## src/rtl/hazard_sequencer_if.sv

```systemverilog
// Hazard unit handshake bundle between the pipeline datapath and the hazard
// sequencer: register tags and memory status in, forwarding/stall/flush out.
interface hazard_sequencer_if #(
  parameter int CNT_W = 32
);
  logic [4:0]       Rs1D;
  logic [4:0]       Rs2D;
  logic [4:0]       Rs1E;
  logic [4:0]       Rs2E;
  logic [4:0]       RdE;
  logic             ResultSrcE;
  logic             PCSrcE;
  logic [4:0]       RdM;
  logic             RegWriteM;
  logic [4:0]       RdW;
  logic             RegWriteW;
  logic             dmem_req_M;
  logic             dmem_ready;
  logic [1:0]       ForwardAE;
  logic [1:0]       ForwardBE;
  logic             StallF;
  logic             StallD;
  logic             StallE;
  logic             StallM;
  logic             FlushD;
  logic             FlushE;
  logic             FlushW;
  logic             mem_timeout;
  logic [CNT_W-1:0] stall_cnt;
  logic [CNT_W-1:0] flush_cnt;

  modport master (
    output Rs1D, Rs2D, Rs1E, Rs2E, RdE,
    output ResultSrcE, PCSrcE,
    output RdM, RegWriteM, RdW, RegWriteW,
    output dmem_req_M, dmem_ready,
    input  ForwardAE, ForwardBE,
    input  StallF, StallD, StallE, StallM,
    input  FlushD, FlushE, FlushW,
    input  mem_timeout, stall_cnt, flush_cnt
  );

  modport slave (
    input  Rs1D, Rs2D, Rs1E, Rs2E, RdE,
    input  ResultSrcE, PCSrcE,
    input  RdM, RegWriteM, RdW, RegWriteW,
    input  dmem_req_M, dmem_ready,
    output ForwardAE, ForwardBE,
    output StallF, StallD, StallE, StallM,
    output FlushD, FlushE, FlushW,
    output mem_timeout, stall_cnt, flush_cnt
  );
endinterface

```

## src/rtl/hazard_sequencer.sv

```systemverilog
// Hazard controller for the 5-stage RV32I pipeline: forwarding selects,
// load-use / branch / memory-wait stall+flush, watchdog and perf counters.
module hazard_sequencer #(
  parameter int CNT_W   = 32,
  parameter int TIMEOUT = 255
) (
  input  logic          clk,
  input  logic          rst,
  hazard_sequencer_if.slave hz
);

  typedef enum logic {
    RUN,
    MEM_WAIT
  } state_t;

  localparam logic [15:0] TO = 16'(TIMEOUT);

  state_t           state;
  logic [15:0]      wait_cnt;
  logic [15:0]      wait_nxt;
  logic             timeout_q;
  logic [CNT_W-1:0] stall_q;
  logic [CNT_W-1:0] flush_q;

  logic       lw_stall;
  logic       mem_wait;
  logic [1:0] fwd_a;
  logic [1:0] fwd_b;
  logic       stall_fd;
  logic       stall_em;
  logic       flush_d;
  logic       flush_e;
  logic       flush_w;

  // Execute operand bypass; Memory result wins over Writeback, x0 never
  always_comb begin
    fwd_a = 2'b00;
    fwd_b = 2'b00;
    if (rst) begin
      if (hz.RegWriteM && hz.RdM != 5'd0 && hz.RdM == hz.Rs1E)
        fwd_a = 2'b10;
      else if (hz.RegWriteW && hz.RdW != 5'd0 && hz.RdW == hz.Rs1E)
        fwd_a = 2'b01;
      if (hz.RegWriteM && hz.RdM != 5'd0 && hz.RdM == hz.Rs2E)
        fwd_b = 2'b10;
      else if (hz.RegWriteW && hz.RdW != 5'd0 && hz.RdW == hz.Rs2E)
        fwd_b = 2'b01;
    end
  end

  assign lw_stall = hz.ResultSrcE && hz.RdE != 5'd0 &&
                    (hz.RdE == hz.Rs1D || hz.RdE == hz.Rs2D);
  assign mem_wait = hz.dmem_req_M && !hz.dmem_ready;

  // Prioritised pipeline controls; memory freeze holds a pending branch in E
  always_comb begin
    stall_fd = 1'b0;
    stall_em = 1'b0;
    flush_d  = 1'b0;
    flush_e  = 1'b0;
    flush_w  = 1'b0;
    if (!rst) begin
      stall_fd = 1'b0;
    end else if (mem_wait) begin
      stall_fd = 1'b1;
      stall_em = 1'b1;
      flush_w  = 1'b1;
    end else if (hz.PCSrcE) begin
      flush_d = 1'b1;
      flush_e = 1'b1;
    end else if (lw_stall) begin
      stall_fd = 1'b1;
      flush_e  = 1'b1;
    end
  end

  // Wait length counts consecutive waiting cycles, starting from RUN
  assign wait_nxt = (state == MEM_WAIT ? wait_cnt : 16'd0) + 16'd1;

  // Memory-wait FSM with watchdog; counter parks at TO once it trips
  always_ff @(posedge clk or negedge rst) begin
    if (!rst) begin
      state     <= RUN;
      wait_cnt  <= 16'd0;
      timeout_q <= 1'b0;
    end else if (mem_wait) begin
      state <= MEM_WAIT;
      if (wait_cnt != TO || state == RUN)
        wait_cnt <= wait_nxt;
      if (wait_nxt == TO)
        timeout_q <= 1'b1;
    end else begin
      state    <= RUN;
      wait_cnt <= 16'd0;
    end
  end

  // Saturating stall/flush performance counters
  always_ff @(posedge clk or negedge rst) begin
    if (!rst) begin
      stall_q <= '0;
      flush_q <= '0;
    end else begin
      if (stall_fd && stall_q != '1)
        stall_q <= stall_q + 1'b1;
      if (flush_d && flush_q != '1)
        flush_q <= flush_q + 1'b1;
    end
  end

  assign hz.ForwardAE   = fwd_a;
  assign hz.ForwardBE   = fwd_b;
  assign hz.StallF      = stall_fd;
  assign hz.StallD      = stall_fd;
  assign hz.StallE      = stall_em;
  assign hz.StallM      = stall_em;
  assign hz.FlushD      = flush_d;
  assign hz.FlushE      = flush_e;
  assign hz.FlushW      = flush_w;
  assign hz.mem_timeout = timeout_q;
  assign hz.stall_cnt   = stall_q;
  assign hz.flush_cnt   = flush_q;

endmodule
```

## src/flat_wrapper.sv

```systemverilog
// flat-port wrapper written by rule: the top's interface ports become plain ports
module hazard_sequencer_flat 
#(
  parameter int CNT_W   = 32,
  parameter int TIMEOUT = 255
)
  (clk, rst, hz_Rs1D, hz_Rs2D, hz_Rs1E, hz_Rs2E, hz_RdE, hz_ResultSrcE, hz_PCSrcE, hz_RdM, hz_RegWriteM, hz_RdW, hz_RegWriteW, hz_dmem_req_M, hz_dmem_ready, hz_ForwardAE, hz_ForwardBE, hz_StallF, hz_StallD, hz_StallE, hz_StallM, hz_FlushD, hz_FlushE, hz_FlushW, hz_mem_timeout, hz_stall_cnt, hz_flush_cnt);
  hazard_sequencer_if #(.CNT_W(CNT_W)) hz_i ();
  input  logic clk;
  input  logic rst;
  input wire logic [$bits(hz_i.Rs1D)-1:0] hz_Rs1D;
  input wire logic [$bits(hz_i.Rs2D)-1:0] hz_Rs2D;
  input wire logic [$bits(hz_i.Rs1E)-1:0] hz_Rs1E;
  input wire logic [$bits(hz_i.Rs2E)-1:0] hz_Rs2E;
  input wire logic [$bits(hz_i.RdE)-1:0] hz_RdE;
  input wire logic [$bits(hz_i.ResultSrcE)-1:0] hz_ResultSrcE;
  input wire logic [$bits(hz_i.PCSrcE)-1:0] hz_PCSrcE;
  input wire logic [$bits(hz_i.RdM)-1:0] hz_RdM;
  input wire logic [$bits(hz_i.RegWriteM)-1:0] hz_RegWriteM;
  input wire logic [$bits(hz_i.RdW)-1:0] hz_RdW;
  input wire logic [$bits(hz_i.RegWriteW)-1:0] hz_RegWriteW;
  input wire logic [$bits(hz_i.dmem_req_M)-1:0] hz_dmem_req_M;
  input wire logic [$bits(hz_i.dmem_ready)-1:0] hz_dmem_ready;
  output wire logic [$bits(hz_i.ForwardAE)-1:0] hz_ForwardAE;
  output wire logic [$bits(hz_i.ForwardBE)-1:0] hz_ForwardBE;
  output wire logic [$bits(hz_i.StallF)-1:0] hz_StallF;
  output wire logic [$bits(hz_i.StallD)-1:0] hz_StallD;
  output wire logic [$bits(hz_i.StallE)-1:0] hz_StallE;
  output wire logic [$bits(hz_i.StallM)-1:0] hz_StallM;
  output wire logic [$bits(hz_i.FlushD)-1:0] hz_FlushD;
  output wire logic [$bits(hz_i.FlushE)-1:0] hz_FlushE;
  output wire logic [$bits(hz_i.FlushW)-1:0] hz_FlushW;
  output wire logic [$bits(hz_i.mem_timeout)-1:0] hz_mem_timeout;
  output wire logic [$bits(hz_i.stall_cnt)-1:0] hz_stall_cnt;
  output wire logic [$bits(hz_i.flush_cnt)-1:0] hz_flush_cnt;
  assign hz_i.Rs1D = hz_Rs1D;
  assign hz_i.Rs2D = hz_Rs2D;
  assign hz_i.Rs1E = hz_Rs1E;
  assign hz_i.Rs2E = hz_Rs2E;
  assign hz_i.RdE = hz_RdE;
  assign hz_i.ResultSrcE = hz_ResultSrcE;
  assign hz_i.PCSrcE = hz_PCSrcE;
  assign hz_i.RdM = hz_RdM;
  assign hz_i.RegWriteM = hz_RegWriteM;
  assign hz_i.RdW = hz_RdW;
  assign hz_i.RegWriteW = hz_RegWriteW;
  assign hz_i.dmem_req_M = hz_dmem_req_M;
  assign hz_i.dmem_ready = hz_dmem_ready;
  assign hz_ForwardAE = hz_i.ForwardAE;
  assign hz_ForwardBE = hz_i.ForwardBE;
  assign hz_StallF = hz_i.StallF;
  assign hz_StallD = hz_i.StallD;
  assign hz_StallE = hz_i.StallE;
  assign hz_StallM = hz_i.StallM;
  assign hz_FlushD = hz_i.FlushD;
  assign hz_FlushE = hz_i.FlushE;
  assign hz_FlushW = hz_i.FlushW;
  assign hz_mem_timeout = hz_i.mem_timeout;
  assign hz_stall_cnt = hz_i.stall_cnt;
  assign hz_flush_cnt = hz_i.flush_cnt;
  hazard_sequencer #(.CNT_W(CNT_W), .TIMEOUT(TIMEOUT)) u_core (.clk(clk), .rst(rst), .hz(hz_i));
endmodule
```

## config.mk

```make
export PLATFORM = sky130hd
export DESIGN_NAME = hazard_sequencer_flat
export DESIGN_NICKNAME = d
export VERILOG_FILES = /design/src/rtl/hazard_sequencer_if.sv /design/src/rtl/hazard_sequencer.sv /design/src/flat_wrapper.sv
export SDC_FILE = /design/constraint.sdc
export NUM_CORES = 1
export LEC_CHECK = 0
export BUFFER_PORTS_ARGS = -buffer_cell sky130_fd_sc_hd__buf_2
export CORE_ASPECT_RATIO = 1.4
export CORE_MARGIN = 8
export CORE_UTILIZATION = 35
export CTS_BUF_LIST = sky130_fd_sc_hd__clkbuf_2
export CTS_CLUSTER_DIAMETER = 200
export DETAILED_ROUTE_END_ITERATION = 8
export PLACE_DENSITY = 0.57
export SYNTH_ARGS = -nofsm -noshare
export SYNTH_HDL_FRONTEND = slang
export SYNTH_SLANG_ARGS = --single-unit
```

## constraint.sdc

```tcl
create_clock -name clk -period 8.6 [get_ports clk]
set_input_delay 2.58 -clock clk [delete_from_list [all_inputs] [get_ports clk]]
set_output_delay 2.58 -clock clk [all_outputs]
set_load 0.01 [all_outputs]
```

==> run summary <==
Status -> completed
Tot GR Track Use -> 14.30%
Buffer levels on the longest clock path -> 2
Cell chain of the critical path -> buf_4 > o211ai_1 > or4_1 > nor4_1 > buf_2
CTS tree -> done
Most common cell after layout, fill and taps aside -> buf_2
Switching share of total power -> 31.28%
Ys Warns -> 0
Worst Hold Class -> register to register
Startpoint Class -> input port
Avg Cell Area, Syn -> 9.920 sq um
Skew-Pair Late Insertion Delay -> 0.56 ns
Clock Root Buffer -> clkbuf_2
Worst Setup End Kind -> output pin
Clk pwr share -> 27.4%
Post-Route WL -> 11830 microns
Endpoints failing setup -> 0
DRT antenna net count -> 0
Least-Margin Pin Slew -> 0.7894 ns
PD cells -> 144.6 nW/um^2
Period minus WS final -> 6.704 ns
Yosys reg bits -> 82
WL/cell -> 16.05 microns
Die W -> 112.5 microns
DP Cell Count -> 720
Pleak -> 2.629 nW
Layout cells sized above 1 -> 26.07%
Final TNS setup -> 0 ns
Clock sinks -> 82
Final slew viol count -> 0
H-tree depth -> 3
Syn nets -> 507
Global-route wire length before repair -> 19640 microns
Cts hold-fix bufs -> 0
Synth-to-layout area growth -> 18.65%
Crit share post-route -> 77.95%
Initial antenna violation count -> 1
Clk_skew -> 0.05308 ns
Die height -> 151.1 microns
Rows -> 49
Synthesized area -> 4563 sq um
Switching power -> 0.2450 mW
Mapped Cells -> 460
Peak supply drop -> 77.72 uV
Combinational share of power -> 16.0%
Most frequent cells in the layout -> buf_2, dfrtp_1, xnor2_1, nand3_1, xor2_1
Async set-reset flop share out of synthesis -> 100.0%
Fin. Hold Viols -> 0
CP max stage delay -> 0.59 ns
CP Class -> input port to output pin
DRC viols -> 0
Initial DRC count -> 152
Pin count of the biggest net entering global routing -> 55
Internal Power -> 0.5380 mW
Via-to-Cell Ratio -> 5.163
Final nets -> 625
First drt pass iteration count -> 4
Worst path slowest cell -> or4_1
Number of global-route vias before repair -> 3952
CP Data Required Time -> 6.02 ns
Max-Cap Viols -> 0
CP arrival -> 4.12 ns
Non-Filler Instances -> 737
# resized after CTS -> 0
Share of power burned in registers -> 56.6%
Core footprint -> 12810 sq um
Total grt overflow -> 0
Slew HR -> 47.21%
Sequential-to-total area share from yosys stat -> 44.97%
Total die area -> 17000 sq um
Worst R2R Setup Slack -> 5.89 ns
CTS buffer count -> 9
Main synth FF type -> dfrtp_1
GPL Wtd Cong -> 0.8631
Unrepaired setup endpoints after global routing -> false
Worst-path clk slew -> 0.24 ns
Starting Density -> 35.61%
IO Count -> 119
Fmax -> 149.2 MHz
Via Count -> 3805
Post-CTS repair timing setup buffer count -> 0
Port bufs -> 118
Crit path max fanout -> 36
Post-synth EDFFs -> 0
Dpl hpwl -> 9090 microns
Netlist cell types -> 42
==> final timing paths <==
| kind | from | to | cells after the start |
|---|---|---|---|
| worst min register to register | u_core.hz.flush_cnt[15]$_DFFE_PN0P_ | u_core.hz.flush_cnt[15]$_DFFE_PN0P_ | 1 |
| worst min-delay path | u_core.hz.flush_cnt[15]$_DFFE_PN0P_ | u_core.hz.flush_cnt[15]$_DFFE_PN0P_ | 1 |
| max in group asynchronous | rst | u_core.hz.stall_cnt[27]$_DFFE_PN0P_ | 2 |
| worst max-delay path | rst | hz_ForwardBE[0] | 5 |
| worst max register to register | u_core.hz.stall_cnt[10]$_DFFE_PN0P_ | u_core.hz.stall_cnt[1]$_DFFE_PN0P_ | 5 |
| min in group asynchronous | rst | u_core.hz.stall_cnt[19]$_DFFE_PN0P_ | 1 |
==> worst max-delay path, delay by kind of cell <==
kind                   cells  cell delay [ns]
AOI/OAI and AO/OA          1             0.19
buffers and inverters      2             0.55
and+or+nand+nor            2             0.78
==> metal layers <==
layer  part of all wire (%)  up-vias  GRT usage (%)
met1                     43     1819          16.31
met3                    6.1       17          4.469
met5                      0        -              0
li1                       -     1852              -
met2                     49      117          24.77
met4                    1.7        0          5.146
==> metrics by stage <==
| step | cell area, sq um | worst slack [ns] | utilization [%] | hold slack (ns) | power, mW |
|---|---|---|---|---|---|
| floorplan | 4563 | 2.120 | - | 0.5117 | 0.5088 |
| global placement | 5290 | 1.953 | 41.29 | 0.4676 | 0.5744 |
| detailed placement | 5290 | 1.868 | 41.29 | 0.4763 | 0.5783 |
| CTS | 5411 | 1.856 | 42.23 | 0.5048 | 0.7970 |
| global route | 5414 | 1.710 | 42.25 | 0.5124 | 0.8260 |
| finish | 5414 | 1.896 | 42.25 | 0.5026 | 0.7830 |
==> Yosys cell counts, types with 7 or more instances <==
cell     number  share of area, %
dfrtp_1      82                45
xnor2_1      69                13
nand3_1      46               5.0
xor2_1       40               7.7
nand2_1      38               3.1
nor2_1       38               3.1
nand4_1      25               3.4
and3_1       15               2.1
o21ai_0      10               1.1
and2_1        9               1.2
inv_1         9              0.74
nor3_1        9              0.99
nor4_1        8               1.1
and4_1        7               1.3
==> state kept, by name, indices dropped and copies added, names as in the netlist <==
register and count:
u_core.hz.flush_cnt 32, u_core.hz.stall_cnt 32, u_core.wait_cnt 16, u_core.hz.mem_timeout 1, u_core.state 1
==> kinds of logic after synthesis <==
group	Yosys count	share of synthesized area, %
simple gates	218	26.87
xor+xnor	109	20.92
flops	82	44.97
compound gates	23	3.236
buf+inv	22	2.331
fa+ha+maj	4	1.097
mux	2	0.5757
==> power groups by stage <==
stage               clock [mW]  combinational, mW  sequential, mW
global route             0.238              0.140           0.448
finish                   0.215              0.125           0.443
global placement             0              0.125           0.449
CTS                      0.224              0.129           0.444
detailed placement           0              0.128           0.450
floorplan                    0             0.0572           0.452
==> cell type report <==
cell class,count,area [sq um]
Antenna cell,1,2.502
Sequential cell,82,2052
Timing Repair Buffer,120,608.1
Clock inverter,7,76.32
Tap cell,153,191.4
Multi-Input combinational cell,356,2405
Inverter,9,33.78
Clock buffer,9,45.04
Fill cell,1274,7400
No activity file was read; power rests on OpenSTA's default activity.
